===== src/rtl/mem_burst_ctrl_if.sv =====
// Command, memory and status bundle for the burst fill/verify controller.
// Latency: none, wires only.
// Backpressure: cmd_valid/cmd_ready handshake; the memory side has no stall.
// Ports: cmd_* (command in), mem_* (memory access out, read data in),
//        busy/done/err_count/first_err_addr (status out).
interface mem_burst_ctrl_if #(
  parameter int ADDR_W = 8,
  parameter int DATA_W = 8
);
  logic              cmd_valid;
  logic              cmd_ready;
  logic              cmd_op;
  logic [ADDR_W-1:0] cmd_addr;
  logic [ADDR_W-1:0] cmd_len;
  logic [DATA_W-1:0] cmd_seed;

  logic [ADDR_W-1:0] mem_address;
  logic [DATA_W-1:0] mem_data_in;
  logic [DATA_W-1:0] mem_data_out;
  logic              mem_write;
  logic              mem_enable;

  logic              busy;
  logic              done;
  logic [ADDR_W:0]   err_count;
  logic [ADDR_W-1:0] first_err_addr;

  // Command source and memory model side.
  modport master (
    output cmd_valid, cmd_op, cmd_addr, cmd_len, cmd_seed, mem_data_out,
    input  cmd_ready, mem_address, mem_data_in, mem_write, mem_enable,
           busy, done, err_count, first_err_addr
  );

  // Controller side.
  modport slave (
    input  cmd_valid, cmd_op, cmd_addr, cmd_len, cmd_seed, mem_data_out,
    output cmd_ready, mem_address, mem_data_in, mem_write, mem_enable,
           busy, done, err_count, first_err_addr
  );
endinterface


===== src/rtl/mem_burst_ctrl.sv =====
// Burst memory fill (write seed+i) / verify (read and compare against seed+i).
// Latency: fill of N beats -> done N+1 cycles after accept; verify -> N+2.
// Backpressure: cmd_ready only while idle; cmd_valid is ignored while busy.
// Ports: clock, reset_n (async active-low), bus (slave side of mem_burst_ctrl_if).
module mem_burst_ctrl #(
  parameter int ADDR_W = 8,
  parameter int DATA_W = 8
) (
  input  logic          clock,
  input  logic          reset_n,
  mem_burst_ctrl_if.slave bus
);

  typedef enum logic [2:0] {IDLE, WRITE, READ, DRAIN, DONE} state_t;

  state_t            state;
  state_t            state_nxt;

  logic [ADDR_W-1:0] addr_q;
  logic [ADDR_W-1:0] len_q;
  logic [DATA_W-1:0] seed_q;
  logic [ADDR_W-1:0] beat;

  // Expected pattern travels alongside the read it belongs to, then one more
  // stage to line up with mem_data_out arriving a clock after the read.
  logic [DATA_W-1:0] exp_q;
  logic              cmp_vld;
  logic [DATA_W-1:0] cmp_exp;
  logic [ADDR_W-1:0] cmp_addr;

  logic              accept;
  logic              last_beat;
  logic              issuing;
  logic [ADDR_W-1:0] beat_addr;
  logic [DATA_W-1:0] beat_pat;

  assign accept    = bus.cmd_valid & bus.cmd_ready;
  assign last_beat = (beat == len_q);
  assign issuing   = (state == WRITE) || (state == READ);
  assign beat_addr = addr_q + beat;
  assign beat_pat  = seed_q + DATA_W'(beat);

  always_ff @(posedge clock or negedge reset_n) begin
    if (!reset_n) state <= IDLE;
    else          state <= state_nxt;
  end

  always_comb begin
    state_nxt = state;
    case (state)
      IDLE:    if (accept) state_nxt = bus.cmd_op ? READ : WRITE;
      WRITE:   if (last_beat) state_nxt = DONE;
      READ:    if (last_beat) state_nxt = DRAIN;
      DRAIN:   state_nxt = DONE;
      DONE:    state_nxt = IDLE;
      default: state_nxt = IDLE;
    endcase
  end

  // All visible outputs are registered. The access registers are loaded from
  // the current state, so beat i appears i+1 edges after acceptance and the
  // done flag appears one edge after the FSM sits in DONE.
  always_ff @(posedge clock or negedge reset_n) begin
    if (!reset_n) begin
      addr_q             <= '0;
      len_q              <= '0;
      seed_q             <= '0;
      beat               <= '0;
      exp_q              <= '0;
      cmp_vld            <= 1'b0;
      cmp_exp            <= '0;
      cmp_addr           <= '0;
      bus.cmd_ready      <= 1'b1;
      bus.busy           <= 1'b0;
      bus.done           <= 1'b0;
      bus.mem_enable     <= 1'b0;
      bus.mem_write      <= 1'b0;
      bus.mem_address    <= '0;
      bus.mem_data_in    <= '0;
      bus.err_count      <= '0;
      bus.first_err_addr <= '0;
    end else begin
      // Ready only if idle now and staying idle; this keeps ready low during
      // the done cycle so the next accept lands on the edge after done falls.
      bus.cmd_ready <= (state == IDLE) && (state_nxt == IDLE);
      bus.busy      <= !((state == IDLE) && (state_nxt == IDLE));
      bus.done      <= (state == DONE);

      bus.mem_enable  <= issuing;
      bus.mem_write   <= (state == WRITE);
      bus.mem_address <= issuing ? beat_addr : '0;
      bus.mem_data_in <= (state == WRITE) ? beat_pat : '0;
      exp_q           <= (state == READ) ? beat_pat : '0;

      cmp_vld  <= bus.mem_enable & ~bus.mem_write;
      cmp_exp  <= exp_q;
      cmp_addr <= bus.mem_address;

      if (issuing) beat <= beat + 1'b1;

      // At most 2^ADDR_W beats per command, so the ADDR_W+1 bit counter
      // cannot wrap.
      if (cmp_vld && (bus.mem_data_out != cmp_exp)) begin
        bus.err_count <= bus.err_count + 1'b1;
        if (bus.err_count == '0) bus.first_err_addr <= cmp_addr;
      end

      // The last compare of a verify lands on the done edge, well before the
      // earliest possible next accept, so this override never drops a count.
      if (accept) begin
        addr_q             <= bus.cmd_addr;
        len_q              <= bus.cmd_len;
        seed_q             <= bus.cmd_seed;
        beat               <= '0;
        bus.err_count      <= '0;
        bus.first_err_addr <= '0;
      end
    end
  end

endmodule


===== src/flat_wrapper.sv =====
// flat-port wrapper written by rule: the top's interface ports become plain ports
module mem_burst_ctrl_flat 
#(
  parameter int ADDR_W = 8,
  parameter int DATA_W = 8
)
  (clock, reset_n, bus_cmd_valid, bus_cmd_op, bus_cmd_addr, bus_cmd_len, bus_cmd_seed, bus_mem_data_out, bus_cmd_ready, bus_mem_address, bus_mem_data_in, bus_mem_write, bus_mem_enable, bus_busy, bus_done, bus_err_count, bus_first_err_addr);
  mem_burst_ctrl_if #(.ADDR_W(ADDR_W), .DATA_W(DATA_W)) bus_i ();
  input  logic clock;
  input  logic reset_n;
  input wire logic [$bits(bus_i.cmd_valid)-1:0] bus_cmd_valid;
  input wire logic [$bits(bus_i.cmd_op)-1:0] bus_cmd_op;
  input wire logic [$bits(bus_i.cmd_addr)-1:0] bus_cmd_addr;
  input wire logic [$bits(bus_i.cmd_len)-1:0] bus_cmd_len;
  input wire logic [$bits(bus_i.cmd_seed)-1:0] bus_cmd_seed;
  input wire logic [$bits(bus_i.mem_data_out)-1:0] bus_mem_data_out;
  output wire logic [$bits(bus_i.cmd_ready)-1:0] bus_cmd_ready;
  output wire logic [$bits(bus_i.mem_address)-1:0] bus_mem_address;
  output wire logic [$bits(bus_i.mem_data_in)-1:0] bus_mem_data_in;
  output wire logic [$bits(bus_i.mem_write)-1:0] bus_mem_write;
  output wire logic [$bits(bus_i.mem_enable)-1:0] bus_mem_enable;
  output wire logic [$bits(bus_i.busy)-1:0] bus_busy;
  output wire logic [$bits(bus_i.done)-1:0] bus_done;
  output wire logic [$bits(bus_i.err_count)-1:0] bus_err_count;
  output wire logic [$bits(bus_i.first_err_addr)-1:0] bus_first_err_addr;
  assign bus_i.cmd_valid = bus_cmd_valid;
  assign bus_i.cmd_op = bus_cmd_op;
  assign bus_i.cmd_addr = bus_cmd_addr;
  assign bus_i.cmd_len = bus_cmd_len;
  assign bus_i.cmd_seed = bus_cmd_seed;
  assign bus_i.mem_data_out = bus_mem_data_out;
  assign bus_cmd_ready = bus_i.cmd_ready;
  assign bus_mem_address = bus_i.mem_address;
  assign bus_mem_data_in = bus_i.mem_data_in;
  assign bus_mem_write = bus_i.mem_write;
  assign bus_mem_enable = bus_i.mem_enable;
  assign bus_busy = bus_i.busy;
  assign bus_done = bus_i.done;
  assign bus_err_count = bus_i.err_count;
  assign bus_first_err_addr = bus_i.first_err_addr;
  mem_burst_ctrl #(.ADDR_W(ADDR_W), .DATA_W(DATA_W)) u_core (.clock(clock), .reset_n(reset_n), .bus(bus_i));
endmodule

===== config.mk =====
export PLATFORM = sky130hd
export DESIGN_NAME = mem_burst_ctrl_flat
export DESIGN_NICKNAME = d
export VERILOG_FILES = /design/src/rtl/mem_burst_ctrl_if.sv /design/src/rtl/mem_burst_ctrl.sv /design/src/flat_wrapper.sv
export SDC_FILE = /design/constraint.sdc
export NUM_CORES = 1
export LEC_CHECK = 0
export ABC_AREA = 1
export CAP_MARGIN = 20
export CORE_ASPECT_RATIO = 0.6
export CORE_MARGIN = 2
export CORE_UTILIZATION = 55
export DETAILED_ROUTE_END_ITERATION = 8
export PLACE_DENSITY = 0.82
export SYNTH_ARGS = -nofsm -noshare
export SYNTH_HDL_FRONTEND = slang
export SYNTH_SLANG_ARGS = --single-unit

===== constraint.sdc =====
create_clock -name clock -period 4.6 [get_ports clock]
set_input_delay 0.69 -clock clock [delete_from_list [all_inputs] [get_ports clock]]
set_output_delay 0.69 -clock clock [all_outputs]
set_load 0.02 [all_outputs]

==> flow_summary.toml, run 1 <==
[sta]
slew_viol_final = 0
final.period_utilization_pct = 51.5
max_slew.worst_pin.slew_ns = 0.698
skew_ns = 0.00934
rsz0062_at_grt = "no"
period_minus_slack_ns = 2.37
hold_viol_final = 0
relSlewSlack_pct = 53.5
finalSetupTns_ns = 0
finalSetupViolations = 0
fmax_mhz = 422

[power_and_ir_drop]
power.clock.fraction_pct = 45.6
p_total_uw = 1680
p_seq_share_pct = 51.3
p_per_area_nw_per_um2 = 297
vdd_drop_max_v = 0.000211
power_frac_comb_pct = 3.1
p_sw_uw = 349
power.internal_uw = 1330
sw_frac_of_total_pct = 20.8
leakage_uw = 0.00291

[drt]
wl_per_cell_um = 13.9
viasPerCell = 5.05
drc = 0
first_pass_iters = 5
vias = 3522
drt_wl_total_mm = 9.66
drt_iter0_drc = 350
postRouteAntennaNets = 0

[cts]
cts_buffers = 9
cts_tree = "done"
cts_buffer_depth = 2
clock_sinks = 98
htree_levels = 3
cts-root-buf = "clkbuf_16"
cts_hold_buf = 0
insertion_delay_ns = 0.35
post_cts_buffers = 0
cts_resized = 0
clkTransAtPathRegs_ns = 0.06

[hold_path]
min_from = "u_core.exp_q[6]$_DFF_PN0_"
worstHoldPathType = "reg -> reg"
holdPathEnd = "u_core.cmp_exp[6]$_DFF_PN0_"
min_path_cells = 0

[setup_path]
worstReg2RegStart = "u_core.bus.cmd_ready$_DFF_PN1_"
crit_required_ns = 4.88
cp-end-kind = "flop"
worstPathArrival_ns = 2.64
reg2regPathDepth = 7
reg2reg_to = "u_core.bus.busy$_DFF_PN0_"
rrSetupSlack_ns = 2.53
crit_type = "in -> reg"
critPathMaxFanout = 49
startpoint_type = "primary input"

[synth]
yosys_warnings = 0
synth_edf_count = 0
synthCells = 511
synth_ff_type = "dfrtp_1"
async_flop_share_pct = 100
avgSynthCellArea_sq_um = 8.92
ys_ff_latch = 98
seq_area_frac_synth_pct = 53.8
syn_nets = 566
synth_area_sq_um = 4560
synthDistinctLibCells = 35

[floorplan]
fp-row-count = 25
die_y_um = 74.5
dieArea_sq_um = 9060
core_region_area_sq_um = 7950
initial_core_util_pct = 57.4
ioPinCount = 74
die_w_um = 122

[flow_run]
drv_cap = 0

[layout]
final_cell_mix = "nand2_1, dfrtp_1, clkdlybuf4s50_1"
diodes = 0
area_growth_pct = 24.2
nFillCells = 586
final_layout_size_suffix_gt1_share_pct = 5.77
fin_cells = 697
nNetsFinal = 639
design_area_sq_um = 5660
layout_commonest_cell = "nand2_1"

[global_route]
grt_start_max_net_pins = 56
gr-total-overflow = 0
grt_antenna_before_repair = 0
grt_pass1_vias = 3371
grt_pass1_wl_mm = 16.0
track_usage_pct = 23.3

[placement]
place_hpwl_mm = 6.77
placed_cells = 681
place_area_sq_um = 5360
portBuffers = 73
gp_congestion = 0.855

[status]
status = "finished clean"
sequential cells by signal (all words and copies together) (netlist names):
signal / cells
u_core.bus.err_count: 9
u_core.addr_q: 8
u_core.beat: 8
u_core.bus.first_err_addr: 8
u_core.bus.mem_address: 8
u_core.bus.mem_data_in: 8
u_core.cmp_addr: 8
u_core.cmp_exp: 8
u_core.exp_q: 8
u_core.len_q: 8
u_core.seed_q: 8
u_core.state: 3
u_core.bus.busy: 1
u_core.bus.cmd_ready: 1
u_core.bus.done: 1
u_core.bus.mem_enable: 1
u_core.bus.mem_write: 1
u_core.cmp_vld: 1
cells in the mapped netlist, types with 3 or more instances:
| cell type | n | share of area, % |
|---|---|---|
| a21oi_1 | 17 | 1.9 |
| nand3b_1 | 3 | 0.49 |
| buf_2 | 6 | 0.66 |
| nand2_1 | 163 | 13 |
| nor3_1 | 7 | 0.77 |
| xor2_1 | 10 | 1.9 |
| nor2_1 | 58 | 4.8 |
| xnor2_1 | 17 | 3.3 |
| nand3_1 | 25 | 2.7 |
| o21ai_0 | 4 | 0.44 |
| ha_1 | 17 | 4.7 |
| clkbuf_1 | 4 | 0.33 |
| o21ai_2 | 3 | 0.58 |
| o21ai_1 | 4 | 0.44 |
| nand4_1 | 5 | 0.69 |
| nand2_2 | 3 | 0.41 |
| buf_6 | 3 | 0.74 |
| inv_1 | 45 | 3.7 |
| dfrtp_1 | 97 | 53 |
power by group through the flow:
stage | Combinational, uW | Sequential, uW | Clock [uW]
CTS | 54.1 | 861 | 773
finish | 52.5 | 861 | 766
global placement | 52.8 | 878 | 0
detailed placement | 53.8 | 878 | 0
global route | 59.2 | 861 | 807
floorplan | 4.48 | 878 | 0
cell families after synthesis:
kind of cell / count (synthesis) / synth area share [%]
XOR/XNOR: 27 / 5.19
AND/OR/NAND/NOR: 273 / 25.4
flip-flops: 98 / 53.8
buffers and inverters: 59 / 5.52
AO/OA/AOI/OAI: 35 / 4.47
adder cells (fa/ha/maj): 19 / 5.54
routing by layer:
metal | global-route usage [%] | up-vias | routed length [um] | share of wire, %
li1 | - | 1744 | - | -
met1 | 33.3 | 1629 | 4490 | 46
met2 | 36.1 | 138 | 4410 | 46
met3 | 5.83 | 11 | 672 | 7.0
met4 | 6.90 | 0 | 85 | 0.88
met5 | 0 | - | 0 | 0
how the worst max path moves through the flow:
stage,endpoint,startpoint,depth (start not counted),slack [ns]
after floorplan,u_core.bus.err_count[5]$_DFFE_PN0P_,bus_mem_data_out[2],9,3.02
after CTS,u_core.bus.cmd_ready$_DFF_PN1_,bus_cmd_valid,9,2.24
after global placement,u_core.bus.busy$_DFF_PN0_,bus_cmd_valid,8,1.96
final,u_core.bus.cmd_ready$_DFF_PN1_,bus_cmd_valid,9,2.23
after detailed placement,u_core.bus.cmd_ready$_DFF_PN1_,bus_cmd_valid,9,1.90
after global routing,u_core.bus.cmd_ready$_DFF_PN1_,bus_cmd_valid,9,2.05
cell type report:
| cell class | instances | area, sq um | share of cell area [%] |
|---|---|---|---|
| inverter | 46 | 173 | 3.05 |
| timing repair buffer | 75 | 743 | 13.1 |
| clock inverter | 5 | 62.6 | 1.10 |
| multi-input combinational | 354 | 1850 | 32.7 |
| tap | 108 | 135 | 2.39 |
| sequential | 98 | 2450 | 43.3 |
| clock buffer | 11 | 243 | 4.29 |
critical path, stage by stage:
cell,delay [ns]
clkdlybuf4s50_1,0.40
nand2_1,0.07
buf_4,0.43
inv_2,0.38
nand2_1,0.15
and3_1,0.18
o21ai_0,0.12
nand4_1,0.15
inv_1,0.05
per-stage QoR:
step / util, % / setup slack, ns / hold WS (ns)
after floorplan: - / 3.02 / 0.331
after global placement: 67.4 / 1.96 / 0.334
after detailed placement: 67.4 / 1.90 / 0.336
after CTS: 71.3 / 2.24 / 0.350
after global routing: 71.3 / 2.05 / 0.359
final: 71.3 / 2.23 / 0.349
No activity file was read; power rests on OpenSTA's default activity.
==> run 2, diff against run 1 <==
--- a/config.mk
+++ b/config.mk
@@ -9,9 +9,9 @@
 export CAP_MARGIN = 20
 export CORE_ASPECT_RATIO = 0.6
 export CORE_MARGIN = 2
-export CORE_UTILIZATION = 55
+export CORE_UTILIZATION = 48
 export DETAILED_ROUTE_END_ITERATION = 8
-export PLACE_DENSITY = 0.82
+export PLACE_DENSITY = 0.76
 export SYNTH_ARGS = -nofsm -noshare
 export SYNTH_HDL_FRONTEND = slang
 export SYNTH_SLANG_ARGS = --single-unit
==> constraint.sdc (replaced) <==
create_clock -name clock -period 2.1 [get_ports clock]
set_input_delay 0.315 -clock clock [delete_from_list [all_inputs] [get_ports clock]]
set_output_delay 0.315 -clock clock [all_outputs]
set_load 0.02 [all_outputs]
==> run 2 against run 1 <==
  * Combinational power rose by 130%
  * Utilization down 8.8 points
  * Clock skew down 0.0034 ns
  * Flip-flop and latch count unchanged
  * Critical path type is now reg -> reg
==> flow_summary.toml, run 2 (synthesis results as in run 1) <==
[power_and_ir_drop]
p_total_uw = 3640
vdd_drop_max_v = 0.000437
leakage_uw = 0.00294
p_per_area_nw_per_um2 = 634

[setup_path]
critPathSlowestCell = "dfrtp_1"
rrSetupSlack_ns = 0.29
reg2reg_to = "u_core.bus.mem_address[5]$_DFF_PN0_"
worstReg2RegStart = "u_core.beat[2]$_DFFE_PN0P_"
crit_type = "reg -> reg"
crit_required_ns = 2.34
worstPathArrival_ns = 2.04
critPathMaxFanout = 7
cp-end-kind = "flop"
startpoint_type = "flop"
cpMostUsedCell = "nand2_1"
path_cells = "ha_1 > nand3_1 > nand2_1 > nand2_1 > a21oi_1 > xor2_1 > nor2_1"
reg2regPathDepth = 7
cpPeakStageDelay_ns = 0.48

[layout]
multiInputGateArea_sq_um = 1850
nNetsFinal = 643
area_growth_pct = 25.9
final-seq-area_sq_um = 2450
final_cell_mix = "nand2_1, dfrtp_1, clkdlybuf4s50_1"
fin_cells = 723
layout_commonest_cell = "nand2_1"
largest-register = "u_core.bus.err_count"
nFillCells = 798
design_area_sq_um = 5740
largest_reg_flops = 9
final_layout_size_suffix_gt1_share_pct = 6.24
diodes = 0

[sta]
max_slew.worst_pin.slew_ns = 0.459
skew_ns = 0.00597
finalSetupViolations = 0
fmax_mhz = 553
relSlewSlack_pct = 69.4
whs_ns = 0.350
finalSetupTns_ns = 0
period_minus_slack_ns = 1.81
rsz0062_at_grt = "no"
final.period_utilization_pct = 86.1
hold_viol_final = 0
slew_viol_final = 0

[floorplan]
fp-row-count = 27
dieArea_sq_um = 10300
initial_core_util_pct = 49.6
die_y_um = 79.5
core_region_area_sq_um = 9190
ioPinCount = 74
die_w_um = 130

[global_route]
grt_pass1_wl_mm = 16.4
grt_start_max_net_pins = 65
track_usage_pct = 20.7
gr-total-overflow = 0
grt_antenna_before_repair = 0
grt_pass1_vias = 3449

[placement]
portBuffers = 73
gp_congestion = 0.825
placed_cells = 706
place_area_sq_um = 5430
place_hpwl_mm = 7.01

[drt]
wl_per_cell_um = 13.4
drt_wl_total_mm = 9.71
drt_iter0_drc = 275
vias = 3531
postRouteAntennaNets = 0
viasPerCell = 4.88
drc = 0
first_pass_iters = 4

[cts]
cts_resized = 0
insertion_delay_ns = 0.35
htree_levels = 3
cts_buffer_depth = 2
cts-root-buf = "clkbuf_16"
cts_tree = "done"
cts_hold_buf = 1
clkTransAtPathRegs_ns = 0.07
clock_sinks = 98
cts_buffers = 9
post_cts_buffers = 0

[status]
status = "finished clean"

[hold_path]
min_from = "u_core.exp_q[5]$_DFF_PN0_"
min_path_cells = 0
holdPathEnd = "u_core.cmp_exp[5]$_DFF_PN0_"
worstHoldPathType = "reg -> reg"

[flow_run]
drv_cap = 0
run 2: worst max path at each step:
stage	startpoint	to	slack [ns]	cells past startpoint
after floorplan	u_core.beat[0]$_DFFE_PN0P_	u_core.bus.mem_data_in[4]$_DFF_PN0_	0.53	5
after global placement	bus_mem_data_out[2]	u_core.bus.err_count[5]$_DFFE_PN0P_	0.19	9
after detailed placement	bus_mem_data_out[2]	u_core.bus.err_count[8]$_DFFE_PN0P_	0.18	9
after CTS	u_core.bus.cmd_ready$_DFF_PN1_	bus_cmd_ready	0.30	1
after global routing	u_core.beat[0]$_DFFE_PN0P_	u_core.bus.mem_address[6]$_DFF_PN0_	0.16	7
final	u_core.beat[2]$_DFFE_PN0P_	u_core.bus.mem_address[5]$_DFF_PN0_	0.29	7
run 2: final cells by class:
| cell class | instances | area share [%] |
|---|---|---|
| Tap cell | 130 | 2.83 |
| Timing Repair Buffer | 79 | 14.0 |
| Clock buffer | 10 | 3.99 |
| Sequential cell | 98 | 42.8 |
| Multi-Input combinational cell | 354 | 32.3 |
| Inverter | 46 | 3.01 |
| Clock inverter | 6 | 1.18 |
run 2: power breakdown:
| group | leakage (uW) | internal [uW] | switching, uW |
|---|---|---|---|
| clock network | 0.000139 | 925 | 710 |
| registers | 0.00117 | 1890 | 0 |
| logic | 0.00163 | 66.5 | 52.5 |
| total | 0.00294 | 2880 | 762 |
run 2: metrics by stage:
step	utilization [%]	setup slack, ns
2_1_floorplan	-	0.529
4_1_cts	62.5	0.300
6_report	62.5	0.291
3_5_place_dp	59.1	0.179
3_3_place_gp	59.1	0.193
5_1_grt	62.5	0.159
run 2: worst max-delay path, delay by kind of cell, from the launching register on:
family / cells / cell delay [ns]
fa+ha+maj: 1 / 0.43
compound gates: 1 / 0.16
simple gates: 4 / 0.38
flops: 1 / 0.48
xor+xnor: 1 / 0.24
run 2: layer usage:
metal	track usage [%]	vias to the layer above	wire length, um
li1	-	1756	-
met1	30.9	1671	4960
met2	30.1	95	4150
met3	5.63	9	513
met4	5.05	0	93
met5	0	-	0
